[src/rtl/game_state_packer_if.sv]
// Bundle between the game-state packer, the game logic feeding it and the UART transmit port.
// master: the packer view (drives tx_data/tx_start and the status pulses).
// slave: the environment view (drives the snapshot fields, trigger and tx_done).
interface game_state_packer_if;
  logic        trigger;
  logic [11:0] pl1_posx;
  logic [11:0] pl1_posy;
  logic [11:0] ball_posx;
  logic [11:0] ball_posy;
  logic [3:0]  pl1_score;
  logic [3:0]  pl2_score;
  logic        flag_point;
  logic        end_game;
  logic        tx_done;
  logic [15:0] tx_data;
  logic        tx_start;
  logic        busy;
  logic        frame_sent;
  logic        frame_err;

  modport master (
    input  trigger, pl1_posx, pl1_posy, ball_posx, ball_posy,
    input  pl1_score, pl2_score, flag_point, end_game, tx_done,
    output tx_data, tx_start, busy, frame_sent, frame_err
  );

  modport slave (
    output trigger, pl1_posx, pl1_posy, ball_posx, ball_posy,
    output pl1_score, pl2_score, flag_point, end_game, tx_done,
    input  tx_data, tx_start, busy, frame_sent, frame_err
  );
endinterface

[src/rtl/game_state_packer.sv]
// Snapshots the game state on trigger and sends it as six tagged 16-bit words (last one a checksum).
// Latency: trigger -> first tx_start after 2 cycles; tx_done -> next tx_start after 1 cycle.
// Backpressure: one word in flight, next word waits for tx_done; a stalled word aborts the frame.
module game_state_packer #(
  parameter int unsigned TIMEOUT = 2_000_000
) (
  input logic                 clk,
  input logic                 rst,
  game_state_packer_if.master bus
);

  localparam int unsigned WD_W = $clog2(TIMEOUT + 1);
  localparam logic [WD_W-1:0] WD_MAX  = WD_W'(TIMEOUT);
  localparam logic [WD_W-1:0] WD_LAST = WD_W'(TIMEOUT - 1);
  localparam logic [2:0] LAST_IDX = 3'd5;

  typedef enum logic [1:0] {
    IDLE = 2'd0,
    LOAD = 2'd1,
    SEND = 2'd2,
    WAIT = 2'd3
  } state_t;

  // Payload view of one snapshot; status is {pl1_score, pl2_score, 2'b00, flag_point, end_game}.
  typedef struct packed {
    logic [11:0] pl1_posx;
    logic [11:0] pl1_posy;
    logic [11:0] ball_posx;
    logic [11:0] ball_posy;
    logic [11:0] status;
  } snap_t;

  // Word i of a frame: tag i+1 followed by its payload; index 5 carries the XOR checksum.
  function automatic logic [15:0] word_of(input snap_t s, input logic [2:0] i);
    logic [11:0] payload;
    case (i)
      3'd0:    payload = s.pl1_posx;
      3'd1:    payload = s.pl1_posy;
      3'd2:    payload = s.ball_posx;
      3'd3:    payload = s.ball_posy;
      3'd4:    payload = s.status;
      default: payload = s.pl1_posx ^ s.pl1_posy ^ s.ball_posx ^ s.ball_posy ^ s.status;
    endcase
    return {4'(i) + 4'd1, payload};
  endfunction

  state_t          state;
  state_t          state_nxt;
  snap_t           snap_live;
  snap_t           shadow;
  logic [2:0]      idx;
  logic [WD_W-1:0] wd;
  logic            pending;
  logic [15:0]     tx_data_q;
  logic            frame_sent_q;
  logic            frame_err_q;
  logic            word_done;
  logic            last_done;
  logic            abort;

  assign snap_live.pl1_posx  = bus.pl1_posx;
  assign snap_live.pl1_posy  = bus.pl1_posy;
  assign snap_live.ball_posx = bus.ball_posx;
  assign snap_live.ball_posy = bus.ball_posy;
  assign snap_live.status    = {bus.pl1_score, bus.pl2_score, 2'b00, bus.flag_point, bus.end_game};

  // tx_done only counts while a word is actually outstanding; a done beats a same-cycle timeout.
  assign word_done = (state == WAIT) && bus.tx_done;
  assign last_done = word_done && (idx == LAST_IDX);
  assign abort     = (state == WAIT) && !bus.tx_done && (wd == WD_LAST);

  // State register.
  always_ff @(posedge clk or posedge rst) begin
    if (rst) begin
      state <= IDLE;
    end else begin
      state <= state_nxt;
    end
  end

  // Next-state: a trigger arriving with the final done chains straight into the next frame.
  always_comb begin
    state_nxt = state;
    case (state)
      IDLE: begin
        if (bus.trigger) begin
          state_nxt = LOAD;
        end
      end
      LOAD: state_nxt = SEND;
      SEND: state_nxt = WAIT;
      WAIT: begin
        if (word_done) begin
          if (idx != LAST_IDX) begin
            state_nxt = SEND;
          end else if (pending || bus.trigger) begin
            state_nxt = LOAD;
          end else begin
            state_nxt = IDLE;
          end
        end else if (abort) begin
          state_nxt = IDLE;
        end
      end
      default: state_nxt = IDLE;
    endcase
  end

  // Outputs decoded from state: the SEND cycle is the launch pulse.
  always_comb begin
    bus.tx_start = (state == SEND);
    bus.busy     = (state != IDLE);
  end

  // Shadow capture in LOAD so the whole frame comes from one instant of game state.
  always_ff @(posedge clk or posedge rst) begin
    if (rst) begin
      shadow <= '0;
    end else if (state == LOAD) begin
      shadow <= snap_live;
    end
  end

  // Word index: reset to 0 on capture, advanced by each non-final done.
  always_ff @(posedge clk or posedge rst) begin
    if (rst) begin
      idx <= 3'd0;
    end else if (state == LOAD) begin
      idx <= 3'd0;
    end else if (word_done && (idx != LAST_IDX)) begin
      idx <= idx + 3'd1;
    end
  end

  // Transmit word register, loaded on the edge entering SEND and held through WAIT.
  // Word 0 is built from the live inputs because the shadow is being written on that same edge.
  always_ff @(posedge clk or posedge rst) begin
    if (rst) begin
      tx_data_q <= 16'h0000;
    end else if (state == LOAD) begin
      tx_data_q <= word_of(snap_live, 3'd0);
    end else if (word_done && (idx != LAST_IDX)) begin
      tx_data_q <= word_of(shadow, idx + 3'd1);
    end
  end

  assign bus.tx_data = tx_data_q;

  // Pending trigger: triggers while busy collapse into one flag, consumed on entry to LOAD.
  always_ff @(posedge clk or posedge rst) begin
    if (rst) begin
      pending <= 1'b0;
    end else if (state_nxt == LOAD) begin
      pending <= 1'b0;
    end else if (abort) begin
      pending <= 1'b0;
    end else if (bus.trigger && (state != IDLE)) begin
      pending <= 1'b1;
    end
  end

  // Watchdog: counts completed WAIT cycles since the last launch, saturating at TIMEOUT.
  always_ff @(posedge clk or posedge rst) begin
    if (rst) begin
      wd <= '0;
    end else if (state == SEND) begin
      wd <= '0;
    end else if ((state == WAIT) && (wd != WD_MAX)) begin
      wd <= wd + WD_W'(1);
    end
  end

  // Completion and abort pulses, registered so they appear the cycle after the deciding edge.
  always_ff @(posedge clk or posedge rst) begin
    if (rst) begin
      frame_sent_q <= 1'b0;
      frame_err_q  <= 1'b0;
    end else begin
      frame_sent_q <= last_done;
      frame_err_q  <= abort;
    end
  end

  assign bus.frame_sent = frame_sent_q;
  assign bus.frame_err  = frame_err_q;

endmodule

[src/flat_wrapper.sv]
// flat-port wrapper written by rule: the top's interface ports become plain ports
module game_state_packer_flat 
#(
  parameter int unsigned TIMEOUT = 2_000_000
)
  (clk, rst, bus_trigger, bus_pl1_posx, bus_pl1_posy, bus_ball_posx, bus_ball_posy, bus_pl1_score, bus_pl2_score, bus_flag_point, bus_end_game, bus_tx_done, bus_tx_data, bus_tx_start, bus_busy, bus_frame_sent, bus_frame_err);
  game_state_packer_if bus_i ();
  input logic clk;
  input logic rst;
  input wire logic [$bits(bus_i.trigger)-1:0] bus_trigger;
  input wire logic [$bits(bus_i.pl1_posx)-1:0] bus_pl1_posx;
  input wire logic [$bits(bus_i.pl1_posy)-1:0] bus_pl1_posy;
  input wire logic [$bits(bus_i.ball_posx)-1:0] bus_ball_posx;
  input wire logic [$bits(bus_i.ball_posy)-1:0] bus_ball_posy;
  input wire logic [$bits(bus_i.pl1_score)-1:0] bus_pl1_score;
  input wire logic [$bits(bus_i.pl2_score)-1:0] bus_pl2_score;
  input wire logic [$bits(bus_i.flag_point)-1:0] bus_flag_point;
  input wire logic [$bits(bus_i.end_game)-1:0] bus_end_game;
  input wire logic [$bits(bus_i.tx_done)-1:0] bus_tx_done;
  output wire logic [$bits(bus_i.tx_data)-1:0] bus_tx_data;
  output wire logic [$bits(bus_i.tx_start)-1:0] bus_tx_start;
  output wire logic [$bits(bus_i.busy)-1:0] bus_busy;
  output wire logic [$bits(bus_i.frame_sent)-1:0] bus_frame_sent;
  output wire logic [$bits(bus_i.frame_err)-1:0] bus_frame_err;
  assign bus_i.trigger = bus_trigger;
  assign bus_i.pl1_posx = bus_pl1_posx;
  assign bus_i.pl1_posy = bus_pl1_posy;
  assign bus_i.ball_posx = bus_ball_posx;
  assign bus_i.ball_posy = bus_ball_posy;
  assign bus_i.pl1_score = bus_pl1_score;
  assign bus_i.pl2_score = bus_pl2_score;
  assign bus_i.flag_point = bus_flag_point;
  assign bus_i.end_game = bus_end_game;
  assign bus_i.tx_done = bus_tx_done;
  assign bus_tx_data = bus_i.tx_data;
  assign bus_tx_start = bus_i.tx_start;
  assign bus_busy = bus_i.busy;
  assign bus_frame_sent = bus_i.frame_sent;
  assign bus_frame_err = bus_i.frame_err;
  game_state_packer #(.TIMEOUT(TIMEOUT)) u_core (.clk(clk), .rst(rst), .bus(bus_i));
endmodule
[config.mk]
export PLATFORM = sky130hd
export DESIGN_NAME = game_state_packer_flat
export DESIGN_NICKNAME = d
export VERILOG_FILES = /design/src/rtl/game_state_packer_if.sv /design/src/rtl/game_state_packer.sv /design/src/flat_wrapper.sv
export SDC_FILE = /design/constraint.sdc
export NUM_CORES = 1
export LEC_CHECK = 0
export CAP_MARGIN = 15
export CORE_ASPECT_RATIO = 1.5
export CORE_MARGIN = 2
export CORE_UTILIZATION = 58
export DETAILED_ROUTE_END_ITERATION = 12
export GPL_TIMING_DRIVEN = 1
export PLACE_DENSITY = 0.85
export SLEW_MARGIN = 20
export SYNTH_ARGS = -nofsm -noshare
export SYNTH_HDL_FRONTEND = slang
export SYNTH_SLANG_ARGS = --single-unit
[constraint.sdc]
create_clock -name clk -period 7.7 [get_ports clk]
set_input_delay 2.31 -clock clk [delete_from_list [all_inputs] [get_ports clk]]
set_output_delay 2.31 -clock clk [all_outputs]
set_load 0.1 [all_outputs]
==> Yosys cells after proc, flatten, opt, wreduce, memory -nomap -nowiden <==
Index checks and enable logic that the tools add are counted.
{ "classes": {"add_sub_neg": 3, "mux": 16, "n_bitwise": 4, "eq_ne": 12, "n_reduce_logical": 15} }
{ "op_table": {"columns": ["cell", "count"], "rows": [
  ["$pmux 12 s5", 1],
  ["$xor 12x12->12", 4],
  ["$mux 21", 2],
  ["$mux 16", 2],
  ["$add 21x1->21 const B", 1],
  ["$eq 21x21->1 const B", 1],
  ["$ne 21x21->1 const B", 1],
  ["$mux 2", 4],
  ["$pmux 2 s4", 1],
  ["$logic_and 1x1->1", 7],
  ["$eq 3x2->1 const B", 2],
  ["$eq 3x3->1 const B", 2],
  ["$mux 3", 2],
  ["$reduce_bool 2->1", 3],
  ["$add 3x1->4 const B", 1],
  ["$eq 2x1->1 const B", 2],
  ["$eq 2x2->1 const B", 2],
  ["$mux 1", 4],
  ["$add 3x1->3 const B", 1],
  ["$eq 3x1->1 const B", 1],
  ["$logic_not 3->1", 1],
  ["$ne 3x3->1 const B", 1],
  ["$reduce_bool 3->1", 1],
  ["$logic_not 2->1", 1],
  ["2 further kinds", 2]
]} }
{ "totals": {"reg_bits": 103, "in_bits": 62, "out_inout_bits": 20, "wordCells": 62} }

==> Logic depth before layout (Yosys ltp) <==
{ "logic_depth": {"ltp_word": 8, "depth_mapped": 9} }

==> Least setup slack after synthesis <==
OpenSTA, ideal clock, no wires.
{ "synth_path": {"kind": "reg2out", "startpoint": "register u_core.state[0]", "endpoint": "output bus_tx_start", "required_time_ns": 5.390, "arrival_ns": 1.626, "path_stages_with_launch": 6, "path_slack_ns": 3.764, "cell_sequence": "dfrtp_1 clkbuf_1 inv_1 nand2_1 clkbuf_1 inv_1"} }
{ "synth_between": {"elab_chain_len": 1} }
{ "synth_rtl": {"columns": ["item", "line", "text"], "rows": [
  ["start, declared", "game_state_packer.sv:47", "state_t state;"],
  ["start signal, assigned", "game_state_packer.sv:77", "state <= state_nxt;"],
  ["$eq 2x2->1", "game_state_packer.sv:111", "bus.tx_start = (state == SEND);"],
  ["end, declared", "flat_wrapper.sv:21", "output wire logic [$bits(bus_i.tx_start)-1:0] bus_tx_start;"]
]} }
No other way between the ends.

==> Worst setup path in the final report <==
Ends and elaborated chain as after synthesis.

==> summary.txt <==
Final layout
  • Antenna Diode Count: 0
  • Most frequent cells in the layout: nand2_1, dfrtp_1, clkdlybuf4s50_1
  • Area Overhead vs Synth: 21.27%
  • Multi-input logic area: 2608 sq um
  • Commonest non-fill, non-tap cell in the layout: nand2_1
  • Filler Cell Count: 672
  • Register area: 2577 sq um
  • Final Non-Filler Cells: 768
  • Nets: 725
  • Core Util, Final: 72.92%
  • Share of layout cells above drive strength 1: 3.951%

Routing
  • Wire length per cell: 17.60 microns
  • DRC viols: 0
  • Routed Antenna Nets: 0
  • Vias: 4642
  • Drt pass-1 iters: 5
  • Detailed Route WL: 13520 microns
  • Initial DRC Count: 359
  • Vias per std cell: 6.044

Power
  • Switching share of power: 47.31%
  • Internal power: 1560 uW
  • Lkg Pwr: 0.002920 uW
  • Maximum vdd drop: 0.0003505 V
  • Sequential Power Share: 33.7%
  • Psw: 1401 uW
  • Share of total power in the clock network: 14.2%
  • Combinational cell fraction of total power: 52.1%
  • Cell Pwr Density: 457.2 nW/um^2

Logic synthesis
  • Post-synth EDFFs: 0
  • Top post-synthesis cells by area: dfrtp_1, nand2_1, xnor2_1
  • Cell taking the most area after synthesis: dfrtp_1
  • Ys Warns: 0
  • #FFs+latches synth: 103
  • Synth async-reset ratio: 100.0%
  • Syn_nets: 663
  • Area share of the largest cell type after synthesis: 48.27%
  • Primary FF master, synth: dfrtp_1
  • Synth unique cells: 54
  • Sequential-to-total area share from yosys stat: 48.27%
  • Mean Syn Cell Area: 9.005 sq um
  • Cell Area, Synth: 5340 sq um
  • Syn Inst Count: 593

Clock tree
  • # hold bufs at CTS: 0
  • CTS tree: done
  • CTS Buffer Depth: 2
  • Resize count post-CTS: 0
  • Clk Latency, worst-skew pair: 0.34 ns
  • CTS clock-pin slew for the worst setup and hold paths: 0.07 ns
  • CTS root buf: clkbuf_16
  • CTS Sinks: 103
  • H-Tree Depth: 3
  • Post-CTS Repair Setup Buffers: 0
  • CTS buffer count: 9

Timing
  • Final-report setup violation count: 0
  • Count of final hold-check violations: 0
  • Max Fclk: 198.6 MHz
  • Final period utilization: 65.38%
  • Slew HR: 27.60%
  • Clock Skew: 0.006430 ns
  • Worst-Margin Slew: 1.082 ns
  • Final setup TNS: 0 ns
  • Pins Over Slew Limit: 0
  • Worst hold slack: 0.5029 ns
  • RSZ-0062 raised after global routing: no
  • Tmin final: 5.035 ns

Setup path
  • CP Buf/Inv Count: 3
  • Critical Path End Type: output pin
  • Crit path required time: 5.39 ns
  • Startpoint Class: flip-flop
  • Cell mode on critical path: inv_1
  • CP peak stage delay: 1.14 ns
  • Stages on worst setup path: 4
  • Worst path top cell family by delay: buffers and inverters
  • Crit path from: u_core.state[0]
  • Reg2reg start: u_core.idx[0]
  • Data arrival, critical path: 2.72 ns
  • WS Path Type: flip-flop to output pin
  • Worst reg2reg path depth: 8
  • CP max-delay cell: clkdlybuf4s50_1
  • Max FO, Critical Path: 14
  • Critical Path, Cell by Cell: inv_1 > nand2_1 > inv_1 > clkdlybuf4s50_1

Global routing
  • Global route overflow: 0
  • GRT Resource Usage Total: 29.01%
  • Initial antenna violation count: 0
  • Vias in the first global route: 4718
  • Largest net degree at the start of global routing: 76
  • First-pass GRT wire length: 22060 microns

Floorplanning
  • Die W: 82.35 microns
  • Die span in y: 121.5 microns
  • I/O pin count: 82
  • Total core area: 8881 sq um
  • Starting Density: 60.13%
  • DIE AREA: 10010 sq um
  • Row cnt: 42

Min path
  • Min-Delay Path Class: flip-flop to flip-flop
  • HP Start: u_core.wd[19]
  • Worst hold stages: 1

Placed design
  • HPWL Detailed: 9185 microns
  • GPL Wtd Cong: 0.8150
  • Dpl cells: 754
  • Port Buffer Count: 81

Run
  • Max_cap viols: 0

Status
  • Run status: completed
[area by class of cell]
type	instances	area share (%)
Tap cell	110	2.125
Multi-Input combinational cell	443	40.26
Timing Repair Buffer	84	12.87
Clock inverter	1	0.07728
Clock buffer	13	4.019
Sequential cell	103	39.80
Inverter	14	0.8501
[flip-flops by register name, summed over array words and instances (netlist names)]
signal and flops:
u_core.bus.frame_err 1, u_core.bus.frame_sent 1, u_core.bus.tx_data 16, u_core.idx 3
u_core.pending 1, u_core.shadow 58, u_core.state 2, u_core.wd 21
[synth_stat cells, types with 10 or more instances]
library cell    n
dfrtp_1       103
nand3_1        12
xor2_1         14
xnor2_1        33
o221ai_1       11
nor2_1         24
o21ai_0        12
nand2_1       204
a21oi_1        10
clkbuf_1       23
a22oi_1        20
inv_1          14
[power groups by stage]
stage	Sequential [uW]	Clock, uW	Combinational, uW
finish	997	421	1540
global placement	980	0	1470
global route	1020	444	1670
CTS	988	422	1540
detailed placement	993	0	1520
floorplan	1190	0	947
[layer usage]
layer	wire [microns]	up-vias	global-route usage, %
met4	456	0	15.21
li1	-	2166	-
met5	0	-	0
met2	7372	187	50.66
met3	663	37	3.943
met1	5024	2252	33.63
[path summary, 6_finish.rpt]
kind	slack, ns	endpoint
max in group asynchronous	4.15	u_core.shadow[49]
min in group asynchronous	2.32	u_core.wd[19]
worst min register to register	0.50	u_core.wd[19]
worst min-delay path	0.50	u_core.wd[19]
worst max register to register	4.31	u_core.bus.tx_data[6]
worst max-delay path	2.67	bus_tx_start
[per-stage QoR]
stage / worst slack [ns] / power, uW / cell area [sq um]
floorplan: 2.686 / 2136 / 5340
global placement: 3.115 / 2453 / 6200
detailed placement: 3.050 / 2514 / 6200
CTS: 2.678 / 2952 / 6465
global route: 2.535 / 3135 / 6476
finish: 2.665 / 2961 / 6476
[cell families (layout without fill, tap and decap cells)]
| logic type | Yosys count | count (layout) | synth area share (%) |
|---|---|---|---|
| compound gates | 102 | 102 | 14.53 |
| fa+ha+maj | 8 | 8 | 1.874 |
| flops | 103 | 103 | 48.27 |
| xor+xnor | 48 | 48 | 8.130 |
| buf+inv | 47 | 112 | 3.444 |
| simple gates | 277 | 277 | 22.24 |
| mux | 8 | 8 | 1.523 |
(Power assumes the default switching activity.)
